File: config.mk
export PLATFORM = sky130hd
export DESIGN_NAME = panel_power_sequencer
export DESIGN_NICKNAME = d
export VERILOG_FILES = /design/src/rtl/panel_power_sequencer.sv
export SDC_FILE = /design/constraint.sdc
export NUM_CORES = 1
export LEC_CHECK = 0
export ABC_AREA = 1
export BUFFER_PORTS_ARGS = -buffer_cell sky130_fd_sc_hd__buf_2
export CORE_AREA = 3 3 108 110
export CTS_CLUSTER_DIAMETER = 40
export DETAILED_ROUTE_END_ITERATION = 12
export DIE_AREA = 0 0 111 113
export PLACE_DENSITY = 0.41
export SLEW_MARGIN = 20
export SYNTH_ARGS = -nofsm -noshare
export SYNTH_HDL_FRONTEND = slang
export SYNTH_SLANG_ARGS = --single-unit
File: constraint.sdc
create_clock -name clk -period 4.7 [get_ports clk]
set_input_delay 0.94 -clock clk [delete_from_list [all_inputs] [get_ports clk]]
set_output_delay 0.94 -clock clk [all_outputs]
set_load 0.01 [all_outputs]
File: src/rtl/panel_power_sequencer.sv
// Power/backlight sequencer for the LVDS LCD panel: orders link enable, backlight enable
// and backlight PWM on power-up/power-down, and generates the brightness PWM.
module panel_power_sequencer #(
    parameter int unsigned T_LINK   = 100_000,
    parameter int unsigned T_BL     = 50_000,
    parameter int unsigned T_OFF    = 500_000,
    parameter int unsigned PWM_BITS = 8,
    parameter int unsigned PWM_DIV  = 16
) (
    input  logic                clk,
    input  logic                rst_n,
    input  logic                panel_on_req,
    input  logic [PWM_BITS-1:0] brightness,
    output logic                link_en,
    output logic                led_en,
    output logic                led_pwm,
    output logic                ready,
    output logic [2:0]          pwr_state
);

    localparam int unsigned T_MAX_LB = (T_LINK > T_BL) ? T_LINK : T_BL;
    localparam int unsigned T_MAX    = (T_MAX_LB > T_OFF) ? T_MAX_LB : T_OFF;
    localparam int unsigned CNT_W    = $clog2(T_MAX + 1);
    localparam int unsigned PRE_W    = (PWM_DIV > 1) ? $clog2(PWM_DIV) : 1;

    // Counter values on the cycle before the exit edge (exit on the T-th edge after entry)
    localparam logic [CNT_W-1:0]    LINK_LAST = CNT_W'(T_LINK - 1);
    localparam logic [CNT_W-1:0]    BL_LAST   = CNT_W'(T_BL - 1);
    localparam logic [CNT_W-1:0]    OFF_LAST  = CNT_W'(T_OFF - 1);
    localparam logic [CNT_W-1:0]    CNT_ZERO  = CNT_W'(0);
    localparam logic [CNT_W-1:0]    CNT_ONE   = CNT_W'(1);
    localparam logic [PRE_W-1:0]    PRE_LAST  = PRE_W'(PWM_DIV - 1);
    localparam logic [PRE_W-1:0]    PRE_ZERO  = PRE_W'(0);
    localparam logic [PRE_W-1:0]    PRE_ONE   = PRE_W'(1);
    localparam logic [PWM_BITS-1:0] PWM_LAST  = {PWM_BITS{1'b1}};
    localparam logic [PWM_BITS-1:0] PWM_ZERO  = {PWM_BITS{1'b0}};
    localparam logic [PWM_BITS-1:0] PWM_ONE   = PWM_BITS'(1);

    typedef enum logic [2:0] {
        ST_OFF       = 3'd0,
        ST_LINK_WAIT = 3'd1,
        ST_BL_WAIT   = 3'd2,
        ST_ON        = 3'd3,
        ST_BL_OFF    = 3'd4,
        ST_LINK_DOWN = 3'd5,
        ST_OFF_HOLD  = 3'd6
    } state_t;

    state_t              state_r;
    state_t              state_nxt_s;
    logic [CNT_W-1:0]    cnt_r;
    logic [CNT_W-1:0]    cnt_nxt_s;
    logic                timed_s;

    logic [PRE_W-1:0]    pre_r;
    logic [PRE_W-1:0]    pre_nxt_s;
    logic [PWM_BITS-1:0] pwm_cnt_r;
    logic [PWM_BITS-1:0] pwm_cnt_nxt_s;
    logic [PWM_BITS-1:0] duty_r;
    logic [PWM_BITS-1:0] duty_nxt_s;
    logic                tick_s;
    logic                wrap_s;
    logic                on_entry_s;

    logic                link_en_r;
    logic                led_en_r;
    logic                led_pwm_r;
    logic                ready_r;
    logic                link_en_nxt_s;
    logic                led_en_nxt_s;
    logic                led_pwm_nxt_s;
    logic                ready_nxt_s;

    // Next-state logic; a dropped request aborts power-up, but power-down always completes
    always_comb begin
        state_nxt_s = ST_OFF;
        case (state_r)
            ST_OFF: begin
                if (panel_on_req) state_nxt_s = ST_LINK_WAIT;
                else              state_nxt_s = ST_OFF;
            end
            ST_LINK_WAIT: begin
                if (!panel_on_req)           state_nxt_s = ST_LINK_DOWN;
                else if (cnt_r == LINK_LAST) state_nxt_s = ST_BL_WAIT;
                else                         state_nxt_s = ST_LINK_WAIT;
            end
            ST_BL_WAIT: begin
                if (!panel_on_req)         state_nxt_s = ST_BL_OFF;
                else if (cnt_r == BL_LAST) state_nxt_s = ST_ON;
                else                       state_nxt_s = ST_BL_WAIT;
            end
            ST_ON: begin
                if (!panel_on_req) state_nxt_s = ST_BL_OFF;
                else               state_nxt_s = ST_ON;
            end
            ST_BL_OFF: begin
                if (cnt_r == BL_LAST) state_nxt_s = ST_LINK_DOWN;
                else                  state_nxt_s = ST_BL_OFF;
            end
            ST_LINK_DOWN: begin
                if (cnt_r == LINK_LAST) state_nxt_s = ST_OFF_HOLD;
                else                    state_nxt_s = ST_LINK_DOWN;
            end
            ST_OFF_HOLD: begin
                if (cnt_r == OFF_LAST) state_nxt_s = ST_OFF;
                else                   state_nxt_s = ST_OFF_HOLD;
            end
            default: state_nxt_s = ST_OFF;
        endcase
    end

    // Shared delay counter: cleared on each state entry, idle in untimed states
    always_comb begin
        timed_s   = 1'b0;
        cnt_nxt_s = cnt_r;
        case (state_r)
            ST_LINK_WAIT, ST_BL_WAIT, ST_BL_OFF,
            ST_LINK_DOWN, ST_OFF_HOLD: timed_s = 1'b1;
            default:                   timed_s = 1'b0;
        endcase
        if (state_nxt_s != state_r) cnt_nxt_s = CNT_ZERO;
        else if (timed_s)           cnt_nxt_s = cnt_r + CNT_ONE;
        else                        cnt_nxt_s = CNT_ZERO;
    end

    // PWM prescaler, period counter and duty reload at period start or ON entry
    always_comb begin
        tick_s     = (pre_r == PRE_LAST);
        wrap_s     = tick_s && (pwm_cnt_r == PWM_LAST);
        on_entry_s = (state_nxt_s == ST_ON) && (state_r != ST_ON);
        if (tick_s) begin
            pre_nxt_s     = PRE_ZERO;
            pwm_cnt_nxt_s = pwm_cnt_r + PWM_ONE;
        end else begin
            pre_nxt_s     = pre_r + PRE_ONE;
            pwm_cnt_nxt_s = pwm_cnt_r;
        end
        if (wrap_s || on_entry_s) duty_nxt_s = brightness;
        else                      duty_nxt_s = duty_r;
    end

    // Output decode from the next state so the pins change on the same edge as the state
    always_comb begin
        link_en_nxt_s = 1'b0;
        led_en_nxt_s  = 1'b0;
        ready_nxt_s   = 1'b0;
        case (state_nxt_s)
            ST_LINK_WAIT, ST_LINK_DOWN: begin
                link_en_nxt_s = 1'b1;
            end
            ST_BL_WAIT, ST_BL_OFF: begin
                link_en_nxt_s = 1'b1;
                led_en_nxt_s  = 1'b1;
            end
            ST_ON: begin
                link_en_nxt_s = 1'b1;
                led_en_nxt_s  = 1'b1;
                ready_nxt_s   = 1'b1;
            end
            default: begin
                link_en_nxt_s = 1'b0;
                led_en_nxt_s  = 1'b0;
                ready_nxt_s   = 1'b0;
            end
        endcase
        if (state_nxt_s == ST_ON) led_pwm_nxt_s = (pwm_cnt_nxt_s < duty_nxt_s);
        else                      led_pwm_nxt_s = 1'b0;
    end

    // Sequencer state and delay counter registers
    always_ff @(posedge clk or negedge rst_n) begin
        if (!rst_n) begin
            state_r <= ST_OFF;
            cnt_r   <= CNT_ZERO;
        end else begin
            state_r <= state_nxt_s;
            cnt_r   <= cnt_nxt_s;
        end
    end

    // PWM registers, free-running in every state
    always_ff @(posedge clk or negedge rst_n) begin
        if (!rst_n) begin
            pre_r     <= PRE_ZERO;
            pwm_cnt_r <= PWM_ZERO;
            duty_r    <= PWM_ZERO;
        end else begin
            pre_r     <= pre_nxt_s;
            pwm_cnt_r <= pwm_cnt_nxt_s;
            duty_r    <= duty_nxt_s;
        end
    end

    // Registered pin drivers
    always_ff @(posedge clk or negedge rst_n) begin
        if (!rst_n) begin
            link_en_r <= 1'b0;
            led_en_r  <= 1'b0;
            led_pwm_r <= 1'b0;
            ready_r   <= 1'b0;
        end else begin
            link_en_r <= link_en_nxt_s;
            led_en_r  <= led_en_nxt_s;
            led_pwm_r <= led_pwm_nxt_s;
            ready_r   <= ready_nxt_s;
        end
    end

    assign link_en   = link_en_r;
    assign led_en    = led_en_r;
    assign led_pwm   = led_pwm_r;
    assign ready     = ready_r;
    assign pwr_state = state_r;

endmodule

# After elaboration in Yosys (flattened, before gate mapping)
# Index checks and enable logic that the tools add are counted.
# totals
ff_bits	46
wordCells	58
input_bits	11
# classes
muxes	20
eq_ne	18
addsub	3
n_lt_le_gt_ge	1
n_reduce_logical	7
# ops
op	n
$mux W19	2
$pmux W3 S7	1
$add A19 B1 Y19 const B	1
$eq A19 B16 Y1 const B	1
$eq A19 B17 Y1 const B	1
$eq A19 B19 Y1 const B	1
$mux W8	2
$eq A3 B3 Y1 const B	5
$eq A3 B2 Y1 const B	4
$mux W3	4
$reduce_or A5 Y1	2
$add A8 B1 Y8 const B	1
$eq A8 B8 Y1 const B	1
$lt A8 B8 Y1	1
$mux W1	8
$eq A3 B1 Y1 const B	2
$add A4 B1 Y4 const B	1
$eq A4 B4 Y1 const B	1
$mux W2	2
$mux W4	1
$logic_not A3 Y1	1
$ne A3 B2 Y1 const B	1
$ne A3 B3 Y1	1
$reduce_or A3 Y1	1
2 further kinds	3

# Depth between registers and ports, before layout
# Gate-level depths: netlist (run 1).
# logic_depth
depth_word	10
depth_mapped	18
depth_no_buf	17

# Worst setup path after synthesis (run 1)
# OpenSTA, ideal clock, no wires.
# synth_timing
path_kind	in2reg
from	input panel_on_req
to	register led_pwm_r, in the netlist led_pwm
setup_ps	77
t_required_ps	4623
cell_stages	13
slack_ps	2192
t_arrival_ps	2431
cell_sequence	nand4_1 -> nand2_1 -> inv_1 -> clkbuf_1 -> nand2_1 -> o21ai_0 -> inv_1 -> ha_1 -> a21oi_1 -> nor2_1 -> a211oi_1 -> nand2_1 -> a21oi_1
# synth_between
elab_chain_cells	8
word_cells_on_any_way	11
# synth_rtl
element	line_no	text
start, declared	12	input logic panel_on_req,
$mux W3, or another cell as far along	93	if (!panel_on_req) state_nxt_s = ST_BL_OFF;
$pmux W3 S7 (*)	77	case (state_r)
$eq A3 B2 Y1 (*)	130	on_entry_s = (state_nxt_s == ST_ON) && (state_r != ST_ON);
$logic_and A1 B1 Y1 (*)	130	
$logic_or A1 B1 Y1 (*)	138	if (wrap_s || on_entry_s) duty_nxt_s = brightness;
$mux W8 (*)	138	
via duty_nxt_s[5]	60	logic [PWM_BITS-1:0] duty_nxt_s;
$lt A8 B8 Y1 (*)	166	if (state_nxt_s == ST_ON) led_pwm_nxt_s = (pwm_cnt_nxt_s < duty_nxt_s);
$mux W1 (*)	166	
via led_pwm_nxt_s	71	logic led_pwm_nxt_s;
end signal, assigned	204	led_pwm_r <= led_pwm_nxt_s;
end, declared	67	logic led_pwm_r;
# The timed path passes the listed nets; every way through them passes the cells marked *.

# Worst setup path in the final report (run 1)
# layout_timing
from	register cnt_r[0]
to	register led_pwm_r, in the netlist led_pwm
# layout_between
elab_chain_cells	10
word_cells_on_any_way	17
# layout_rtl
element	line_no	text
start, declared	51	logic [CNT_W-1:0] cnt_r;
start signal, assigned	177	cnt_r <= cnt_nxt_s;
$eq A19 B16 Y1 or $eq A19 B17 Y1 (tied branches)	-	
$mux W1 or $mux W2 (tied branches)	-	
$mux W3, on equally long branches	88, 83	
$pmux W3 S7 (*)	77	
$eq A3 B2 Y1 (*)	130	
$logic_and A1 B1 Y1 (*)	130	
$logic_or A1 B1 Y1 (*)	138	
$mux W8 (*)	138	
via duty_nxt_s[5]	60	
$lt A8 B8 Y1 (*)	166	
$mux W1 (*)	166	
via led_pwm_nxt_s	71	
# Marks and branches as above.

==> reports/metrics.csv, run 1 <==
metric;value;unit
status;finished, final reports clean;
globalplace.congestion;0.804;
grt_usage;9.39;%
r2r-start;cnt_r[0];
via_per_inst;4.25;
area_delta_synth_final;13.1;%
finalMaxSlewViolations;0;
crit_required;4.93;ns
synthCells;341;
multi_input_area;1290;sq um
path_clk_slew;0.10;ns
min_to;pre_r[3];
grt_pass1_vias;2103;
top_level_ports;18;
maxSlewHeadroom;59.3;%
total_power;1.03;mW
core-area;10800;sq um
hp-class;reg -> reg;
cts_buffers;5;
leakage;1.46;nW
post_drt_wl_per_cell;10.9;um
tightest_slew;0.611;ns
worstHoldStart;pre_r[3];
finalCriticalPeriod;2.65;ns
syn_nets;362;
cp_max_fo;14;
ff2ff_path_depth;16;
root_buffer;clkbuf_8;
arrival;2.89;ns
hpwl;4110;um
dieArea;12500;sq um
die-height;113;um
async_flop_share;100;%
synthTopCellsByArea;dfrtp_1 (43%), nand2_1 (9.1%), inv_1 (7.7%);
nNetsFinal;382;
rsz0062_at_grt;false;
tns;0;ns
setup_viol;0;
worstReg2RegEnd;led_pwm;
synth_area_leader_cell;dfrtp_1;
cts_hold_buf;0;
cts_sinks;46;
grt_max_degree;47;
first_iter_violations;72;
hold_violations;0;
fin_area;3030;sq um
vias;2135;
fmax;377;MHz
pwr_density_cell;338;nW/um^2
post-cts-setup-buffer-count;0;
max_cap_viol_count;0;
synth.avg_cell_area;7.87;sq um
htree_levels;2;
post-route-period-util;56.4;%
start_util;24.9;%
fin_skew;0.0150;ns
wl;5500;um
dp_cells;494;
ys_ff_latch;46;
ir_drop;169;uV
start_kind;flop;
yosysWarnings;0;
port_buffers;17;
synth_top_area_share;42.9;%
postPlaceCellArea;2920;sq um
grt_pass1_wl;9790;um
drtPass1Iterations;4;
antenna_found_initial;0;
synth.distinct_cells;35;
die_w;111;um
end_kind;flop;
clk_latency;0.31;ns
hold_depth;1;
seqCellArea;1150;sq um
utilization;28.1;%
nFillCells;1166;
synth_ff_type;dfrtp_1;
netlist_area;2680;sq um
drtAntennaViolNets;0;
antenna_cells;0;
drcViolationCount;0;
cts_tree;done;
final_cells;502;
overflow;0;
reg2reg_slack;2.05;ns
drive_above_1_share;15.7;%
synth-edff-count;0;
cts_resized;0;
rows;38;
worstSetupPathType;reg -> reg;
synth_seq_area_share;42.9;%
clock_path_buffers;2;
[critical path, stage by stage (launching register included)]
cell and delay [ns]:
dfrtp_1 0.38, ha_1 0.18, nand2_2 0.08, nor2_4 0.15, nand3_1 0.09, nor2_1 0.12, nand4_1 0.12, nand2_1 0.11
inv_1 0.17, o21ai_0 0.25, inv_1 0.07, ha_1 0.31, a21oi_1 0.15, nor2_1 0.05, a211oi_1 0.18, nand2_1 0.07
a21oi_1 0.11
[report_power, final]
group          switching, mW  internal [mW]
Sequential            0.0184          0.425
Clock                  0.144          0.159
Combinational          0.205         0.0747
Total                  0.367          0.659
[cells in the final DEF (no fill, tap or decap), drive strengths merged, types with 2 or more instances in the layout]
cell    instances
xnor2           2
buf            18
nor4            4
o21ai          13
nor2           54
ha             10
inv            57
a21oi           3
xor2            7
dfrtp          46
nand3          37
nand3b          3
or2             6
a211oi          2
clkbuf          6
nor3            7
o211ai          4
nand2          67
nand4          11
[cell type report]
cell class	count	area share [%]
Clock inverter	2	1.24
Clock buffer	6	2.39
Inverter	57	7.05
Multi-Input combinational cell	233	42.5
Timing Repair Buffer	18	3.05
Tap cell	140	5.78
Sequential cell	46	38.0
[flip-flops by register name, summed over array words and instances, names as in the netlist]
register,count
cnt_r,19
pwm_cnt_r,8
duty_r,8
led_pwm,1
ready,1
pre_r,4
link_en,1
pwr_state,3
led_en,1
[synth_stat cells (3+ instances only)]
cell type,count
nand4_1,10
or2_2,4
o21ai_0,12
dfrtp_1,46
nand2_1,65
clkbuf_1,3
nand3_2,3
nor3_1,7
inv_1,55
nor2_1,41
nand3_1,33
a21oi_1,3
nor2_2,11
xor2_1,7
ha_1,10
o211ai_1,4
[routing by layer]
metal / wire, um / GRT usage [%] / vias up
met1: 2730 / 12.3 / 978
li1: - / - / 1135
met2: 2560 / 15.8 / 18
met5: 0 / 0 / -
met4: 33 / 1.97 / 0
met3: 166 / 2.30 / 4
[kinds of logic after synthesis]
kind of cell	synth area share, %
flip-flops	42.9
AND/OR/NAND/NOR	34.6
adder cells (fa/ha/maj)	4.66
buffers and inverters	9.00
AO/OA/AOI/OAI	5.88
XOR/XNOR	2.94
[metrics by stage]
step           hold WS (ns)  setup WS (ns)
5_1_grt               0.513           1.72
2_1_floorplan         0.458           2.19
3_5_place_dp          0.482           1.92
3_3_place_gp          0.480           1.96
6_report              0.496           2.05
4_1_cts               0.500           1.99
[worst max path at each step]
| stage | startpoint | to | slack, ns | depth (start not counted) |
|---|---|---|---|---|
| after global placement | panel_on_req | led_pwm | 1.96 | 13 |
| after detailed placement | panel_on_req | led_pwm | 1.92 | 12 |
| final | cnt_r[0] | led_pwm | 2.05 | 16 |
| after CTS | cnt_r[0] | led_pwm | 1.99 | 16 |
| after floorplan | panel_on_req | led_pwm | 2.19 | 13 |
| after global routing | pre_r[0] | led_pwm | 1.72 | 15 |
No activity file was read; power rests on OpenSTA's default activity.
==> run 2: changes to the inputs <==
- ABC_AREA: 1 -> 0
- CORE_AREA: 3 3 108 110 -> 3 3 105 107
- DIE_AREA: 0 0 111 113 -> 0 0 108 110
- clock period: 4.7 -> 2.5 ns (I/O delays scaled with it)
==> reports/metrics.csv, run 2 <==
metric;value;unit;change
path_clk_slew;0.09;ns;about the same
synth_top_area_share;45.6;%;+2.7 points
cts_buffers;5;;unchanged
post-route-period-util;122;%;+65 points
grt_pass1_wl;9760;um;-0.36%
clk_latency;0.30;ns;about the same
area_delta_synth_final;38.3;%;
cp_cell_sequence;or4b_4 -> nor3_4 -> a31oi_2 -> o32a_4 -> o21ai_4 -> buf_12 -> mux2i_4 -> ha_2 -> nor2_2 -> nand3_1 -> and4b_1 -> o311a_1;;
setup_ws;-0.541;ns;-2.59 ns
rsz0062_at_grt;true;;
status;finished, violations left;;
setup_viol;9;;+9
htree_levels;2;;unchanged
wl;5670;um;+3.1%
syn_nets;265;;-27%
end_kind;flop;;
yosysWarnings;0;;unchanged
overflow;0;;unchanged
root_buffer;clkbuf_8;;
drive_above_1_share;36.1;%;+20 points
worstSetupPathType;reg -> reg;;
clock_path_buffers;2;;unchanged
preCtsSetupSlack;-0.666;ns;-2.58 ns
grt_pass1_vias;2052;;-2.4%
synth-edff-count;0;;unchanged
cpPeakStageDelay;0.59;ns;+0.21 ns
ir_drop;469;uV;+180%
drtAntennaViolNets;0;;unchanged
maxSlewHeadroom;68.9;%;+9.6 points
cts_tree;done;;
synth_seq_area_share;45.6;%;+2.7 points
async_flop_share;100;%;unchanged
drcViolationCount;0;;unchanged
grt_usage;10.4;%;+1.0 points
tightest_slew;0.464;ns;-0.147 ns
dieArea;11900;sq um;-5.3%
finalMaxSlewViolations;0;;unchanged
synth.distinct_cells;49;;+40%
fin_area;3490;sq um;+15%
fmax;329;MHz;-13%
nNetsFinal;348;;-8.9%
hold_violations;0;;unchanged
ys_top_cells_by_count;dfrtp_1 (46), nor2_1 (38), nand3_1 (17);;
antenna_cells;0;;unchanged
cp_num_buf_inv;1;;-1
postPlaceCellArea;3280;sq um;+12%
first_iter_violations;44;;-39%
arrival;3.23;ns;+0.34 ns
top_regs;cnt_r (19), duty_r (8), pwm_cnt_r (8);;
ys_ff_latch;46;;unchanged
critPathTopFamily;simple AND/OR/NAND/NOR gates;;
final_cell_mix;buf_4 (61), dfrtp_1 (46), nor2_1 (37);;
hp-class;in -> async;;
fin_skew;0.0150;ns;-0.0000413 ns
synthCells;244;;-28%
hpwl;4280;um;+4.2%
die_w;108;um;-2.7%
leakage;1.66;nW;+13%
final_common_cell;buf_4;;
yosysMostFrequentCell;dfrtp_1;;
via_per_inst;4.33;;+1.7%
nFillCells;1055;;-9.5%
die-height;110;um;-2.7%
cts_sinks;46;;unchanged
globalplace.congestion;0.781;;-2.9%
core-area;10200;sq um;-5.2%
cpMaxStageDelayCell;or4b_4;;
max_cap_viol_count;0;;unchanged
antenna_found_initial;0;;unchanged
start_kind;flop;;
finalHoldWorstSlack;0.0544;ns;-0.442 ns
synthTopCellsByArea;dfrtp_1 (46%), nor2_1 (5.7%), xor2_1 (5.2%);;
netlist_area;2520;sq um;-6.0%
cp_max_fo;8;;-6
drtPass1Iterations;4;;unchanged
grt_max_degree;24;;-49%
finalCriticalPeriod;3.04;ns;+0.390 ns
reg2reg_slack;-0.54;ns;-2.59 ns
violations;negative setup slack;;
top_level_ports;18;;unchanged
synth_ff_type;dfrtp_1;;
post_drt_wl_per_cell;12.2;um;+12%
largest_reg_flops;19;;unchanged
vias;2003;;-6.2%
max_flop_register;cnt_r;;
rows;37;;-2.6%
synth_area_leader_cell;dfrtp_1;;
crit_required;2.69;ns;-2.24 ns
port_buffers;17;;unchanged
start_util;24.7;%;-0.20 points
pwr_density_cell;500;nW/um^2;+48%
synth.avg_cell_area;10.3;sq um;+31%
cts_hold_buf;0;;unchanged
==> run 2: final cells by class <==
class / count / area, sq um / area share [%]
repair buffers: 82 / 608 / 17.4
inverters: 6 / 22.5 / 0.646
clock inverters: 1 / 30.0 / 0.861
well taps: 136 / 170 / 4.88
flip-flops and latches: 46 / 1150 / 33.0
clock buffers: 6 / 82.6 / 2.37
multi-input cells: 186 / 1420 / 40.8
==> run 2: cell families after synthesis <==
group           after synthesis  synth area share [%]
flops                        46                  45.6
compound gates               24                  6.90
fa+ha+maj                    11                  5.36
xor+xnor                     26                  9.03
mux                          17                  7.64
simple gates                108                  23.3
buf+inv                      12                  2.18
==> run 2: report_power, final <==
part | total (mW) | leakage (nW) | switching (mW) | internal, mW
combinational | 0.334 | 0.992 | 0.170 | 0.163
clock | 0.583 | 0.0573 | 0.263 | 0.321
sequential | 0.826 | 0.608 | 0.0366 | 0.790
total | 1.74 | 1.66 | 0.470 | 1.27
==> run 2: worst paths after layout <==
kind,start,endpoint,depth (start not counted)
hold / removal,rst_n,pwr_state[0],1
min in group clk,brightness[5],duty_r[5],2
setup / recovery,cnt_r[7],led_pwm,12
max in group asynchronous,rst_n,cnt_r[5],2
hold reg to reg,pre_r[1],pre_r[1],1
setup reg to reg,cnt_r[7],led_pwm,12
==> run 2: worst reg2reg max path, stage by stage (launching register included) <==
cell and delay (ns):
dfrtp_1 0.39, or4b_4 0.59, nor3_4 0.26, a31oi_2 0.12, o32a_4 0.21, o21ai_4 0.14
buf_12 0.15, mux2i_4 0.23, ha_2 0.21, nor2_2 0.04, nand3_1 0.05, and4b_1 0.19
o311a_1 0.33
==> run 2: metrics by stage <==
step	power [mW]	TNS, ns	utilization (%)	cells
floorplan	1.00	-0.442	-	244
global placement	1.18	-0.635	32.1	452
detailed placement	1.18	-0.666	32.1	452
CTS	1.78	-0.515	33.4	459
global route	1.85	-1.90	34.1	463
finish	1.74	-1.27	34.1	463
==> run 2: repair_timing <==
item / in CTS / in global routing
cloned: 0 / 0
setup endpoints to repair: 1 / 5
resized for setup: 5 / 6
pin swaps: 4 / 4
setup buffers: 0 / 4
==> run 2: layer usage <==
metal / share of wire [%] / GRT usage [%] / vias to the layer above
met5: 0 / 0 / -
met4: 0.92 / 3.25 / 0
met3: 2.7 / 2.45 / 4
met2: 45 / 16.5 / 18
met1: 52 / 14.2 / 959
li1: - / - / 1022
==> run 3: changes to the inputs <==
- CAP_MARGIN: not set -> 5
- CORE_AREA: 3 3 105 107 -> 3 3 76 78
- DIE_AREA: 0 0 108 110 -> 0 0 79 81
- PLACE_DENSITY: 0.41 -> 0.68
- clock period: 2.5 -> 3.2 ns (I/O delays scaled with it)
==> reports/metrics.csv, run 3 (same netlist as run 2, synthesis figures left out) <==
metric;value;unit;change
hold_violations;0;;unchanged
final_common_cell;dfrtp_1;;
dp_cells;338;;-25%
antenna_found_initial;0;;unchanged
cpMaxStageDelayCell;or4b_4;;
hp-class;in -> async;;
post-cts-setup-buffer-count;0;;unchanged
reg2reg_slack;0.13;ns;+0.67 ns
wl;4830;um;-15%
critPathTopFamily;simple AND/OR/NAND/NOR gates;;
fmax;326;MHz;-0.89%
max_cap_viol_count;0;;unchanged
crit_required;3.39;ns;+0.70 ns
arrival;3.25;ns;+0.02 ns
core-area;5140;sq um;-50%
grt_usage;17.1;%;+6.7 points
finalCriticalPeriod;3.07;ns;+0.0272 ns
max_flop_register;cnt_r;;
clk_latency;0.30;ns;about the same
hpwl;3570;um;-17%
maxSlewHeadroom;60.6;%;-8.2 points
worstSetupPathType;reg -> reg;;
cts_sinks;46;;unchanged
finalMaxSlewViolations;0;;unchanged
cp_num_buf_inv;1;;unchanged
top_regs;cnt_r (19), duty_r (8), pwm_cnt_r (8);;
cpPeakStageDelay;0.56;ns;-0.03 ns
ir_drop;302;uV;-36%
drtAntennaViolNets;0;;unchanged
end_kind;flop;;
drive_above_1_share;20.0;%;-16 points
cp_cell_sequence;or4b_4 -> nor4_2 -> nor4b_4 -> o32a_2 -> o21ai_4 -> buf_12 -> mux2i_1 -> ha_1 -> nand3_1 -> nor2_1 -> o21ai_0 -> o311a_1;;
grt_max_degree;47;;+96%
setup_viol;0;;-9
port_buffers;17;;unchanged
clock_path_buffers;2;;unchanged
globalplace.congestion;0.801;;+2.6%
cp_max_fo;15;;+7
cts_hold_buf;0;;unchanged
die-height;81;um;-26%
final_cell_mix;dfrtp_1 (46), nor2_1 (38), nand3_1 (17);;
vias;1862;;-7.0%
first_iter_violations;84;;+91%
multi_input_area;1320;sq um;-7.4%
via_per_inst;5.40;;+25%
fin_skew;0.0120;ns;-0.00300 ns
start_kind;flop;;
start_util;49.1;%;+24 points
path_clk_slew;0.08;ns;about the same
final_cells;345;;-25%
nNetsFinal;296;;-15%
seqCellArea;1150;sq um;unchanged
leakage;1.36;nW;-18%
drcViolationCount;0;;unchanged
pwr_density_cell;404;nW/um^2;-19%
dieArea;6400;sq um;-46%
post_drt_wl_per_cell;14.0;um;+14%
drtPass1Iterations;4;;unchanged
top_level_ports;18;;unchanged
rows;26;;-30%
tns;0;ns;+1.27 ns
r2r-start;cnt_r[7];;
tightest_slew;0.590;ns;+0.126 ns
rsz0062_at_grt;false;;
antenna_cells;0;;unchanged
die_w;79;um;-27%
crit_path_start;cnt_r[7];;
overflow;0;;unchanged
status;finished, final reports clean;;
post-route-period-util;95.9;%;-26 points
grt_pass1_wl;8520;um;-13%
nFillCells;479;;-55%
largest_reg_flops;19;;unchanged
htree_levels;2;;unchanged
grt_pass1_vias;1819;;-11%
area_delta_synth_final;13.1;%;
cts_tree;done;;
cts_buffers;5;;unchanged
root_buffer;clkbuf_8;;
run 3: area by class of cell:
type                       instances  share of cell area [%]
multi-input combinational        186                    46.2
clock buffer                       7                    2.67
sequential                        46                    40.3
tap                               70                    3.07
inverter                           6                   0.789
timing repair buffer              30                    6.93
run 3: final timing paths:
kind | to | cells after the start
setup / recovery | led_pwm | 12
hold / removal | link_en | 1
setup reg to reg | led_pwm | 12
hold reg to reg | cnt_r[0] | 1
max in group asynchronous | duty_r[3] | 1
min in group clk | cnt_r[0] | 1
run 3: what timing repair did:
| item | in CTS | in global routing |
|---|---|---|
| gates resized for setup | 0 | 1 |
| hold endpoints to repair | 0 | 0 |
| endpoints found under the setup margin | 0 | 1 |
run 3: routing by layer:
metal  track usage (%)  vias to the layer above  part of all wire, %
met5                 0                        -                    0
met4              6.70                        0                  1.7
met3              3.66                        6                  3.1
met2              28.4                       33                   48
met1              21.9                      899                   48
li1                  -                      924                    -
run 3: stage by stage:
stage	instance area [sq um]	total power, mW	setup slack, ns	hold slack [ns]	utilization [%]
detailed placement	2770	0.832	0.0387	0.482	53.9
finish	2850	1.15	0.131	0.347	55.5
CTS	2850	1.17	0.0930	0.493	55.4
floorplan	2520	0.770	0.154	0.344	-
global route	2850	1.23	0.0138	0.380	55.5
global placement	2770	0.829	0.142	0.474	53.9
run 3: power by group:
part / internal, mW / switching [mW] / leakage, nW
clock network: 0.151 / 0.180 / 0.0383
registers: 0.617 / 0.0383 / 0.608
logic: 0.0716 / 0.0952 / 0.715
